## config.mk

```make
export PLATFORM = sky130hd
export DESIGN_NAME = sram_controller
export DESIGN_NICKNAME = d
export VERILOG_FILES = /design/src/rtl/sarm_pkg.sv /design/src/rtl/sram_controller.sv
export SDC_FILE = /design/constraint.sdc
export NUM_CORES = 1
export LEC_CHECK = 0
export CORE_ASPECT_RATIO = 0.7
export CORE_MARGIN = 2
export CORE_UTILIZATION = 39
export DETAILED_ROUTE_END_ITERATION = 12
export PLACE_DENSITY = 0.93
export SLEW_MARGIN = 20
export SYNTH_ARGS = -nofsm -noshare
export SYNTH_HDL_FRONTEND = slang
export SYNTH_SLANG_ARGS = --single-unit
```

## constraint.sdc

```tcl
create_clock -name clk -period 2.65 [get_ports clk]
set_input_delay 0.795 -clock clk [delete_from_list [all_inputs] [get_ports clk]]
set_output_delay 0.795 -clock clk [all_outputs]
set_load 0.02 [all_outputs]
```

## src/rtl/sarm_pkg.sv

```systemverilog
// Shared SARM definitions: SRAM controller state encoding and memory-map constants.
package sarm_pkg;

    typedef enum logic [2:0] {
        IDLE,
        LOW,
        HIGH,
        WAIT,
        DONE
    } sram_state_t;

    localparam logic [31:0] DATA_BASE   = 32'd1024;
    localparam int unsigned SRAM_ADDR_W = 18;
    localparam int unsigned SRAM_DATA_W = 16;

endpackage

```

## src/rtl/sram_controller.sv

```systemverilog
// Word-wide memory responder for the SARM MEM stage: each 32-bit access is split
// into two 16-bit cycles on an external asynchronous SRAM, then padded to WAIT_CYCLES.
module sram_controller
    import sarm_pkg::*;
#(
    parameter int unsigned WAIT_CYCLES = 5
) (
    input  logic                   clk,
    input  logic                   rst,
    input  logic                   rd_en,
    input  logic                   wr_en,
    input  logic [31:0]            address,
    input  logic [31:0]            write_data,
    output logic [31:0]            read_data,
    output logic                   ready,
    output logic [SRAM_ADDR_W-1:0] sram_addr,
    input  logic [SRAM_DATA_W-1:0] sram_dq_in,
    output logic [SRAM_DATA_W-1:0] sram_dq_out,
    output logic                   sram_dq_oe,
    output logic                   sram_we_n,
    output logic                   sram_oe_n,
    output logic                   sram_ce_n,
    output logic                   sram_ub_n,
    output logic                   sram_lb_n
);

    // Counter preload for the WAIT stretch; unused when WAIT_CYCLES == 3.
    localparam logic [3:0] WAIT_LOAD = (WAIT_CYCLES > 4) ? 4'(WAIT_CYCLES - 4) : 4'd0;

    sram_state_t state, next_state;
    logic [3:0]             cnt;
    logic [SRAM_DATA_W-1:0] low_half;
    logic [16:0]            word;
    logic                   do_write;

    assign word      = 17'((address - DATA_BASE) >> 2);
    assign do_write  = wr_en & ~rd_en;
    assign sram_ce_n = 1'b0;
    assign sram_ub_n = 1'b0;
    assign sram_lb_n = 1'b0;

    always_ff @(posedge clk or posedge rst) begin
        if (rst) begin
            state     <= IDLE;
            cnt       <= '0;
            low_half  <= '0;
            read_data <= '0;
        end else begin
            state <= next_state;
            case (state)
                LOW: begin
                    if (!do_write) low_half <= sram_dq_in;
                end
                HIGH: begin
                    if (!do_write) read_data <= {sram_dq_in, low_half};
                    cnt <= WAIT_LOAD;
                end
                WAIT: begin
                    if (cnt != 4'd0) cnt <= cnt - 4'd1;
                end
                default: ;
            endcase
        end
    end

    always_comb begin
        next_state  = state;
        ready       = 1'b0;
        sram_addr   = '0;
        sram_dq_out = '0;
        sram_dq_oe  = 1'b0;
        sram_we_n   = 1'b1;
        sram_oe_n   = 1'b1;
        case (state)
            IDLE: begin
                ready = ~(rd_en | wr_en);
                if (rd_en | wr_en) next_state = LOW;
            end
            LOW: begin
                sram_addr = {word, 1'b0};
                if (do_write) begin
                    sram_dq_out = write_data[15:0];
                    sram_dq_oe  = 1'b1;
                    sram_we_n   = 1'b0;
                end else begin
                    sram_oe_n = 1'b0;
                end
                next_state = HIGH;
            end
            HIGH: begin
                sram_addr = {word, 1'b1};
                if (do_write) begin
                    sram_dq_out = write_data[31:16];
                    sram_dq_oe  = 1'b1;
                    sram_we_n   = 1'b0;
                end else begin
                    sram_oe_n = 1'b0;
                end
                next_state = (WAIT_CYCLES == 3) ? DONE : WAIT;
            end
            WAIT: begin
                if (cnt == 4'd0) next_state = DONE;
            end
            DONE: begin
                ready      = 1'b1;
                next_state = IDLE;
            end
            default: next_state = IDLE;
        endcase
    end

endmodule

```

# After elaboration in Yosys (flattened, before gate mapping)
# Cells that the tools add are included.
dict set report classes {
  order_cmp 0
  multipliers 0
  n_shift 0
  add_sub_neg 2
  mux 15
  n_eq_ne 7
  n_reduce_logical 9
  bitwise 5
  div 0
}
# op count
set op_table {}
lappend op_table {{one-hot mux 18 bit (2 select lines)} 1}
lappend op_table {{two-way mux 16 bit} 2}
lappend op_table {{one-hot mux 16 bit (2 select lines)} 1}
lappend op_table {{subtractor 19 x 11 -> 19 bit, second input constant} 1}
lappend op_table {{one-hot mux 3 bit (4 select lines)} 1}
lappend op_table {{one-hot mux 4 bit (2 select lines)} 1}
lappend op_table {{AND reduction 2 bit} 4}
lappend op_table {{== test 3 x 2 -> 1 bit, second input constant} 2}
lappend op_table {{two-way mux 3 bit} 2}
lappend op_table {{inequality test 2 bit, second input constant} 3}
lappend op_table {{two-way mux 1 bit} 5}
lappend op_table {{logical NOT 4 bit} 1}
lappend op_table {{two-way mux 4 bit} 1}
lappend op_table {{nonzero test 4 bit} 1}
lappend op_table {{subtractor 4 x 1 -> 4 bit, second input constant} 1}
lappend op_table {{== test 3 x 1 -> 1 bit, second input constant} 1}
lappend op_table {{== test 3 bit, second input constant} 1}
lappend op_table {{logical NOT 3 bit} 1}
lappend op_table {{NOT 1 bit} 3}
lappend op_table {{one-hot mux 1 bit (2 select lines)} 1}
lappend op_table {{nonzero test 2 bit} 1}
lappend op_table {{OR reduction 2 bit} 1}
lappend op_table {{bitwise AND 1 bit} 1}
lappend op_table {{bitwise OR 1 bit} 1}
dict set report totals {
  memories 0
  mem_bits_rw 0
  output_inout_bits 73
  regBits 55
  wordCells 42
  rom_bits 0
  latch_bits 0
}

# Longest topological paths before layout
# Gate-level depths: netlist (run 1).
dict set report depth {
  word_depth 4
  ltp_mapped 5
  mapped_depth_nobuf 5
}

# Worst setup path before layout (run 1)
# OpenSTA, ideal clock, no wires.
dict set report synth_path {
  path_type {in2out}
  from {input address[14]}
  to {output sram_addr[15]}
  t_required_ns 1.855
  slack_ns -0.192
  t_arrival_ns 2.047
  n_path_buf 0
  stages 3
  path_cell_list {or4_1 > or3_1 > a21oi_1}
}
dict set report synth_via {
  elab_chain_len 2
}
# item line_no
set synth_lines {}
lappend synth_lines {{from (decl)} sram_controller.sv:12} ;# input logic [31:0] address,
lappend synth_lines {{subtractor 19 x 11 -> 19 bit} sram_controller.sv:36} ;# assign word = 17'((address - DATA_BASE) >> 2);
lappend synth_lines {{one-hot mux 18 bit (2 select lines)} sram_controller.sv:74} ;# case (state)
lappend synth_lines {{to (decl)} sram_controller.sv:16} ;# output logic [SRAM_ADDR_W-1:0] sram_addr,
# Every way passes these cells.

# Worst setup path in the final report (run 1)
dict set report layout_path {
  from {input address[13]}
  to {output sram_addr[17]}
}
# Same word-level chain as after synthesis.

==> results of run 1 <==
-- what timing repair did --
| item | in CTS | in global routing |
|---|---|---|
| gates cloned | 0 | 0 |
| gates resized for setup | 108 | 31 |
| buffers inserted | 2 | 2 |
| pin swaps | 7 | 8 |
| setup endpoints to repair | 37 | 37 |
-- critical path, stage by stage --
cell and delay [ns]:
sky130_fd_sc_hd__buf_6 0.09, sky130_fd_sc_hd__or4_4 0.54, sky130_fd_sc_hd__buf_6 0.15, sky130_fd_sc_hd__o41ai_2 0.23, sky130_fd_sc_hd__a21oi_1 0.10, sky130_fd_sc_hd__buf_2 0.17
-- registers in the layout, summed over array words and instances, names as in the netlist --
register / flops
read_data: 32
cnt: 4
state: 3
low_half: 16
-- cells in the final DEF (no fill, tap or decap), types with 2 or more instances in the layout --
cell and n:
sky130_fd_sc_hd__mux2_2 37, sky130_fd_sc_hd__or4_4 2, sky130_fd_sc_hd__dfrtp_1 55, sky130_fd_sc_hd__buf_4 18, sky130_fd_sc_hd__nor2b_1 2, sky130_fd_sc_hd__nand2_1 2
sky130_fd_sc_hd__o21ai_0 4, sky130_fd_sc_hd__clkdlybuf4s50_1 92, sky130_fd_sc_hd__inv_1 2, sky130_fd_sc_hd__mux2_4 10, sky130_fd_sc_hd__conb_1 3, sky130_fd_sc_hd__nor3b_4 3
sky130_fd_sc_hd__buf_6 8, sky130_fd_sc_hd__and2_1 9, sky130_fd_sc_hd__nor3_1 3, sky130_fd_sc_hd__or3_4 3, sky130_fd_sc_hd__inv_2 5, sky130_fd_sc_hd__clkdlybuf4s15_2 2
sky130_fd_sc_hd__ha_1 2, sky130_fd_sc_hd__buf_2 5, sky130_fd_sc_hd__buf_12 4, sky130_fd_sc_hd__a21oi_1 2, sky130_fd_sc_hd__clkbuf_8 6, sky130_fd_sc_hd__xnor2_1 3
sky130_fd_sc_hd__dlygate4sd2_1 14, sky130_fd_sc_hd__dlymetal6s2s_1 9, sky130_fd_sc_hd__a22oi_1 16, sky130_fd_sc_hd__nor2_1 26, sky130_fd_sc_hd__nand3b_1 2, sky130_fd_sc_hd__clkbuf_2 9
sky130_fd_sc_hd__o31ai_1 2, sky130_fd_sc_hd__nand4b_1 2
-- per-layer routing --
layer	wire length [um]	GRT usage	up-vias
li1	-	-	1134
met1	3400	0.255	1184
met2	4060	0.363	81
met3	437	0.0535	20
met4	174	0.0593	0
met5	0	0	-
-- logic make-up (layout without fill, tap and decap cells) --
logic type | count (synthesis) | after routing
muxes | 48 | 48
adders and majority gates | 3 | 3
AOI/OAI and AO/OA | 34 | 34
buffers and inverters | 22 | 176
and+or+nand+nor | 65 | 65
other | 1 | 3
DFF | 55 | 55
xor gates and xnor gates | 4 | 4
-- final timing paths --
| kind | to | depth (start not counted) |
|---|---|---|
| worst max register to register | cnt[1] | 5 |
| worst min-delay path | read_data[12] | 1 |
| worst min register to register | read_data[12] | 1 |
| worst max-delay path | sram_addr[17] | 6 |
| max in group asynchronous | read_data[14] | 3 |
| min in group asynchronous | low_half[15] | 2 |
-- final cells by class --
type                            instances  area, um^2
Clock buffer                            7        86.3
Clock inverter                          1        8.76
Fill cell                             509        2250
Inverter                                7        26.3
Multi-Input combinational cell        157        1400
Sequential cell                        55        1380
Tap cell                               94         118
Timing Repair Buffer                  161        1550
-- stage by stage --
stage | TNS (ns) | hold WS (ns)
detailed placement | -17.36 | 0.484
CTS | -1.92 | 0.505
finish | -0.857 | 0.507
floorplan | -0.0625 | 0.475
global placement | -16.18 | 0.477
global route | -1.07 | 0.526
-- power by group through the flow --
stage / registers [W] / clock network, W / logic (W)
6_report: 0.00152 / 0.000479 / 0.00297
5_1_grt: 0.00158 / 0.000535 / 0.00316
4_1_cts: 0.00152 / 0.000499 / 0.00292
3_5_place_dp: 0.00153 / 0 / 0.00295
3_3_place_gp: 0.00150 / 0 / 0.00287
2_1_floorplan: 0.00178 / 0 / 0.00142
==> run summary, run 1 <==
### Outcome
• **outcome** finished, violations left
• **violations in the final reports** setup timing

### Placed design
• **Placed Instances** 470
• **area post-placement** 4390 um^2
• **DP Wirelength** 5970 um
• **DP Worst Slack** -1.11 ns
• **number of buffers inserted by port buffering** 138
• **routability congestion estimate** 0.851

### Die
• **die outline area** 7790 um^2
• **Die Width** 105 um
• **number of placed I/O pins** 157
• **Initial Util** 0.406
• **Die Height** 74.5 um
• **number of cell rows** 25
• **core outline area** 6820 um^2

### Setup path
• **reg-to-reg critical path startpoint** cnt[0]
• **Crit path arrival time** 2.07 ns
• **critical path data required time** 1.86 ns
• **slack of the worst reg-to-reg path** 0.83 ns
• **maximum fanout encountered on the critical timing path** 3
• **Crit Path Category** in2out
• **Setup crit end kind** output pin
• **start point of the critical path** address[13]
• **launching element type of the critical path** input port

### Logic synthesis
• **mux share of post-synthesis cell area** 0.209
• **number of warnings printed during yosys synthesis** 0
• **top cells by area in the synthesized netlist** sky130_fd_sc_hd__dfrtp_1 (50%), sky130_fd_sc_hd__mux2_2 (15%), sky130_fd_sc_hd__mux2_4 (5.4%)
• **Post-synth EDFFs** 0
• **synthesized-area fraction occupied by xor and xnor cells** 0.0127
• **combinational family with the most area after synthesis** multiplexers
• **cells after synthesis** 232
• **part of the Yosys area used for sequential elements** 0.498
• **Avg Cell Area, Syn** 11.9 um^2
• **most area-hungry cell type in the Yosys netlist** sky130_fd_sc_hd__dfrtp_1
• **Async SR Flop Fraction** 1.00
• **share of the synthesized area in compound gates (AO/OA/AOI/OAI)** 0.0882
• **count of unique library cells instantiated by Yosys** 41
• **Yosys top cell area share** 0.498
• **simple logic cell fraction of the synthesized area** 0.135
• **summed instance area of the synthesized netlist** 2770 um^2
• **number of flip-flops and latches in the synthesized netlist** 55
• **most common cell in the netlist** sky130_fd_sc_hd__dfrtp_1
• **Main synth FF type** sky130_fd_sc_hd__dfrtp_1
• **post-synthesis adder-cell area fraction** 0.0136
• **list of most frequent post-synthesis cells** sky130_fd_sc_hd__dfrtp_1 (55), sky130_fd_sc_hd__mux2_2 (37), sky130_fd_sc_hd__nor2_1 (27)

### Timing
• **endpoints failing setup** 4
• **number of pins exceeding their max-slew limit in the final report** 0
• **peak clock frequency supported by timing** 348 MHz
• **Tcrit/Tclk final** 1.08
• **worst slew slack as a fraction of its limit** 0.488
• **maximum clock skew at final layout** 0.00771 ns
• **final setup margin** -0.220 ns
• **worst-margin pin slew** 0.767 ns
• **RSZ-0062 raised after global routing** true
• **Hold Vio Cnt, Final** 0
• **clock period minus final worst setup slack** 2.87 ns

### Layout
• **Final Instance Count excl. Fillers** 482
• **Area Overhead vs Synth** 65.1%
• **final standard cell utilization of the core** 0.670
• **Ant. Diodes** 0
• **ratio of cells with drive above 1 in the final layout** 0.322
• **post-route design area** 4570 um^2
• **net count reported at finish** 474

### Power and ir drop
• **portion of total power attributed to the clock network** 0.097
• **net switching power of the design** 0.00191 W
• **Combinational Power Share** 0.597
• **Static Leakage** 2.12 nW
• **sequential power share** 0.306
• **power density over the cells** 1090 nW/um^2
• **power after layout** 0.00497 W
• **cell-internal power** 0.00305 W
• **switching fraction of total power** 0.385
• **Worst IR Drop VDD** 580 uV

### Global route
• **grt ovf** 0
• **total global-route track usage** 0.205
• **number of antenna violations at the first check in global routing** 0
• **via count of the first global-routing pass** 2338
• **wire length of the first global-routing pass** 12400 um
• **pin count of the biggest net entering global routing** 36

### Clock tree
• **# H-tree levels** 2
• **clk sink count** 55
• **clock tree from TritonCTS** yes
• **buffer depth of the longest clock path** 2
• **Post-CTS Hold Fix Bufs** 0
• **clock network latency to the later pin of the worst-skew pair** 0.30 ns
• **root buf cell** sky130_fd_sc_hd__clkbuf_8
• **clock transition time at the flip-flop clock pins of the worst setup and hold paths** 0.09 ns
• **Inserted Clock Buffers** 5

### Route
• **remaining design rule violation count** 0
• **per-cell via count in the routed design** 5.02
• **Final Routed Wirelength** 8080 um
• **count of nets left with antenna violations after detail routing** 0
• **Detailed Routing Iterations Pass 1** 4
• **count of routing violations after the opening detailed-route iteration** 74
• **WL per Instance** 16.8 um
• **total via count after detailed routing** 2419

### Hold path
• **startpoint of the lowest-slack hold path** low_half[12]
• **Hold Path Class** reg2reg

### Flow run
• **maximum capacitance violations** 0

Power figures use the tool's default switching activity.
==> run 2: changes to the inputs <==
--- a/config.mk
+++ b/config.mk
@@ -9,7 +9,7 @@
 export CORE_MARGIN = 2
 export CORE_UTILIZATION = 39
 export DETAILED_ROUTE_END_ITERATION = 12
-export PLACE_DENSITY = 0.93
+export PLACE_DENSITY = 0.82
 export SLEW_MARGIN = 20
 export SYNTH_ARGS = -nofsm -noshare
 export SYNTH_HDL_FRONTEND = slang
==> run 2 against run 1 <==
The run still ends with setup timing left. Power down 0.36%. Register-to-register slack got worse by 0.02 ns. Worst hold slack worse by 0.0073 ns. Cell count rose by 0.21%. Routed wire length down 4.5%. Via count fell by 2.4%. Setup slack gained 0.019 ns. Critical path type unchanged.
==> run summary, run 2 (synthesized netlist as in run 1, its figures left out) <==
### Outcome
• **outcome** finished, violations left, unchanged
• **violations in the final reports** setup timing, unchanged

### Timing
• **sum of negative setup slack** -0.720 ns, was -0.857 ns
• **final setup margin** -0.201 ns, was -0.220 ns
• **maximum clock skew at final layout** 0.0118 ns, was 0.00771 ns
• **Tcrit/Tclk final** 1.08, about the same
• **worst-margin pin slew** 0.796 ns, was 0.767 ns
• **tightest hold margin** 0.500 ns, was 0.507 ns
• **RSZ-0062 raised after global routing** true, unchanged
• **worst slew slack as a fraction of its limit** 0.468, was 0.488
• **endpoints failing setup** 4, unchanged
• **Hold Vio Cnt, Final** 0, unchanged
• **peak clock frequency supported by timing** 351 MHz, was 348 MHz
• **number of pins exceeding their max-slew limit in the final report** 0, unchanged
• **clock period minus final worst setup slack** 2.85 ns, was 2.87 ns

### Clock tree
• **# H-tree levels** 2, unchanged
• **clock transition time at the flip-flop clock pins of the worst setup and hold paths** 0.10 ns, was 0.09 ns
• **Inserted Clock Buffers** 5, unchanged
• **buffer depth of the longest clock path** 2, unchanged
• **root buf cell** sky130_fd_sc_hd__clkbuf_8, unchanged
• **clock network latency to the later pin of the worst-skew pair** 0.30 ns, about the same
• **clk sink count** 55, unchanged
• **buffers inserted by post-CTS timing repair** 0, was 2
• **clock tree from TritonCTS** yes, unchanged

### Setup path
• **Buffers & Inverters on Critical Path** 3, unchanged
• **critical path data required time** 1.86 ns, about the same
• **CP Cell Sequence** buf_6, or4_4, buf_6, o41ai_4, a21oi_1, buf_2, was buf_6, or4_4, buf_6, o41ai_2, a21oi_1, buf_2
• **Crit Path Category** in2out, unchanged
• **kind of cell adding the most delay to the critical path** simple AND/OR/NAND/NOR gates, unchanged
• **launching element type of the critical path** input port, unchanged
• **maximum fanout encountered on the critical timing path** 3, unchanged
• **Setup crit end kind** output pin, unchanged
• **Worst path most repeated cell** sky130_fd_sc_hd__buf_6, unchanged
• **peak per-stage delay on the critical path** 0.54 ns, about the same
• **Slowest-stage cell, CP** sky130_fd_sc_hd__or4_4, unchanged
• **Crit path arrival time** 2.06 ns, was 2.07 ns

### Global route
• **via count of the first global-routing pass** 2407, was 2338
• **wire length of the first global-routing pass** 12500 um, was 12400 um
• **number of antenna violations at the first check in global routing** 0, unchanged
• **total global-route track usage** 0.201, was 0.205
• **pin count of the biggest net entering global routing** 35, was 36
• **grt ovf** 0, unchanged

### Layout
• **net count reported at finish** 475, was 474
• **Regs by FF count** read_data: 32 flops, low_half: 16 flops, cnt: 4 flops, unchanged
• **fill cell total of the finished layout** 536, was 509
• **Ant. Diodes** 0, unchanged
• **ratio of cells with drive above 1 in the final layout** 0.347, was 0.322
• **highest-count cells in the layout ignoring fill and taps** sky130_fd_sc_hd__clkdlybuf4s50_1 (91), sky130_fd_sc_hd__dfrtp_1 (54), sky130_fd_sc_hd__mux2_2 (37), was sky130_fd_sc_hd__clkdlybuf4s50_1 (92), sky130_fd_sc_hd__dfrtp_1 (55), sky130_fd_sc_hd__mux2_2 (37)
• **flip-flop count of the largest register after layout** 32, unchanged
• **register containing the most flip-flops in the final layout** read_data, unchanged
• **post-route design area** 4510 um^2, was 4570 um^2
• **final standard cell utilization of the core** 0.661, was 0.670
• **most frequent standard cell in the layout excluding fill and tap cells** sky130_fd_sc_hd__clkdlybuf4s50_1, unchanged
• **Area Overhead vs Synth** 63.0%, was 65.1%

### Route
• **count of routing violations after the opening detailed-route iteration** 155, was 74
• **count of nets left with antenna violations after detail routing** 0, unchanged
• **Final Routed Wirelength** 7710 um, was 8080 um
• **per-cell via count in the routed design** 4.89, was 5.02
• **total via count after detailed routing** 2362, was 2419
• **WL per Instance** 16.0 um, was 16.8 um
• **Detailed Routing Iterations Pass 1** 4, unchanged
• **remaining design rule violation count** 0, unchanged

### Placed design
• **number of buffers inserted by port buffering** 138, unchanged
• **DP Worst Slack** -1.01 ns, was -1.11 ns
• **DP Wirelength** 5890 um, was 5970 um
• **routability congestion estimate** 0.926, was 0.851
• **area post-placement** 4410 um^2, was 4390 um^2

### Power and ir drop
• **power density over the cells** 1100 nW/um^2, was 1090 nW/um^2
• **Static Leakage** 2.01 nW, was 2.12 nW
• **Worst IR Drop VDD** 604 uV, was 580 uV

### Flow run
• **maximum capacitance violations** 0, unchanged

### Die
• **die outline area** 7790 um^2, unchanged
• **Die Width** 105 um, unchanged
• **core outline area** 6820 um^2, unchanged
• **number of placed I/O pins** 157, unchanged
• **Die Height** 74.5 um, unchanged
• **Initial Util** 0.406, unchanged
• **number of cell rows** 25, unchanged

### Hold path
• **Hold Path Class** reg2reg, unchanged

## run 2: cell types whose count changed in the layout (fill, tap and decap cells not counted), moves of 3 or more
cell,delta
sky130_fd_sc_hd__clkbuf_2,-7
sky130_fd_sc_hd__buf_4,+3
sky130_fd_sc_hd__dlymetal6s2s_1,-9
sky130_fd_sc_hd__buf_2,+16
## run 2: routing by layer
layer / track usage / share of wire
met5: 0 / 0
met4: 0.0311 / 0.0070
met3: 0.0429 / 0.054
met2: 0.334 / 0.47
met1: 0.281 / 0.47
## run 2: worst paths after layout
path / depth (start not counted) / from / slack, ns / to
max: 6 / address[14] / -0.20 / sram_addr[17]
min: 1 / read_data[30] / 0.50 / read_data[30]
max reg2reg: 5 / cnt[0] / 0.81 / cnt[1]
min reg2reg: 1 / read_data[30] / 0.50 / read_data[30]
max in group asynchronous: 3 / rst / 1.28 / state[2]
min in group asynchronous: 2 / rst / 0.82 / read_data[4]
## run 2: metrics by stage
step | total power (W) | instances
after CTS | 0.00498 | 483
after global routing | 0.00526 | 483
after global placement | 0.00441 | 475
final | 0.00495 | 483
after detailed placement | 0.00450 | 475
after floorplan | 0.00320 | 234
## run 2: area by class of cell
type | instances | area (um^2) | area share
repair buffers | 162 | 1490 | 0.330
multi-input cells | 157 | 1390 | 0.307
flip-flops and latches | 55 | 1380 | 0.305
well taps | 94 | 118 | 0.0261
clock buffers | 5 | 68.8 | 0.0153
clock inverters | 3 | 46.3 | 0.0103
inverters | 7 | 26.3 | 0.00583
## run 2: power by group
part | switching (W) | total, W | internal, W
Clock | 0.000274 | 0.000558 | 0.000285
Combinational | 0.00137 | 0.00287 | 0.00150
Sequential | 0.000250 | 0.00152 | 0.00127
## run 2: repair_timing
item	in CTS	in global routing
endpoints found under the setup margin	38	8
gates resized for setup	173	6
pin swaps	7	5
hold buffers	0	0
cloned	0	0
==> run 3: changes to the inputs <==
--- a/config.mk
+++ b/config.mk
@@ -8,7 +8,9 @@
 export CORE_ASPECT_RATIO = 0.7
 export CORE_MARGIN = 2
 export CORE_UTILIZATION = 39
+export CTS_CLUSTER_DIAMETER = 120
 export DETAILED_ROUTE_END_ITERATION = 12
+export GPL_TIMING_DRIVEN = 1
 export PLACE_DENSITY = 0.82
 export SLEW_MARGIN = 20
 export SYNTH_ARGS = -nofsm -noshare
==> results of run 3 <==
The final DEF is identical to that of run 2; final timing and power are the same.
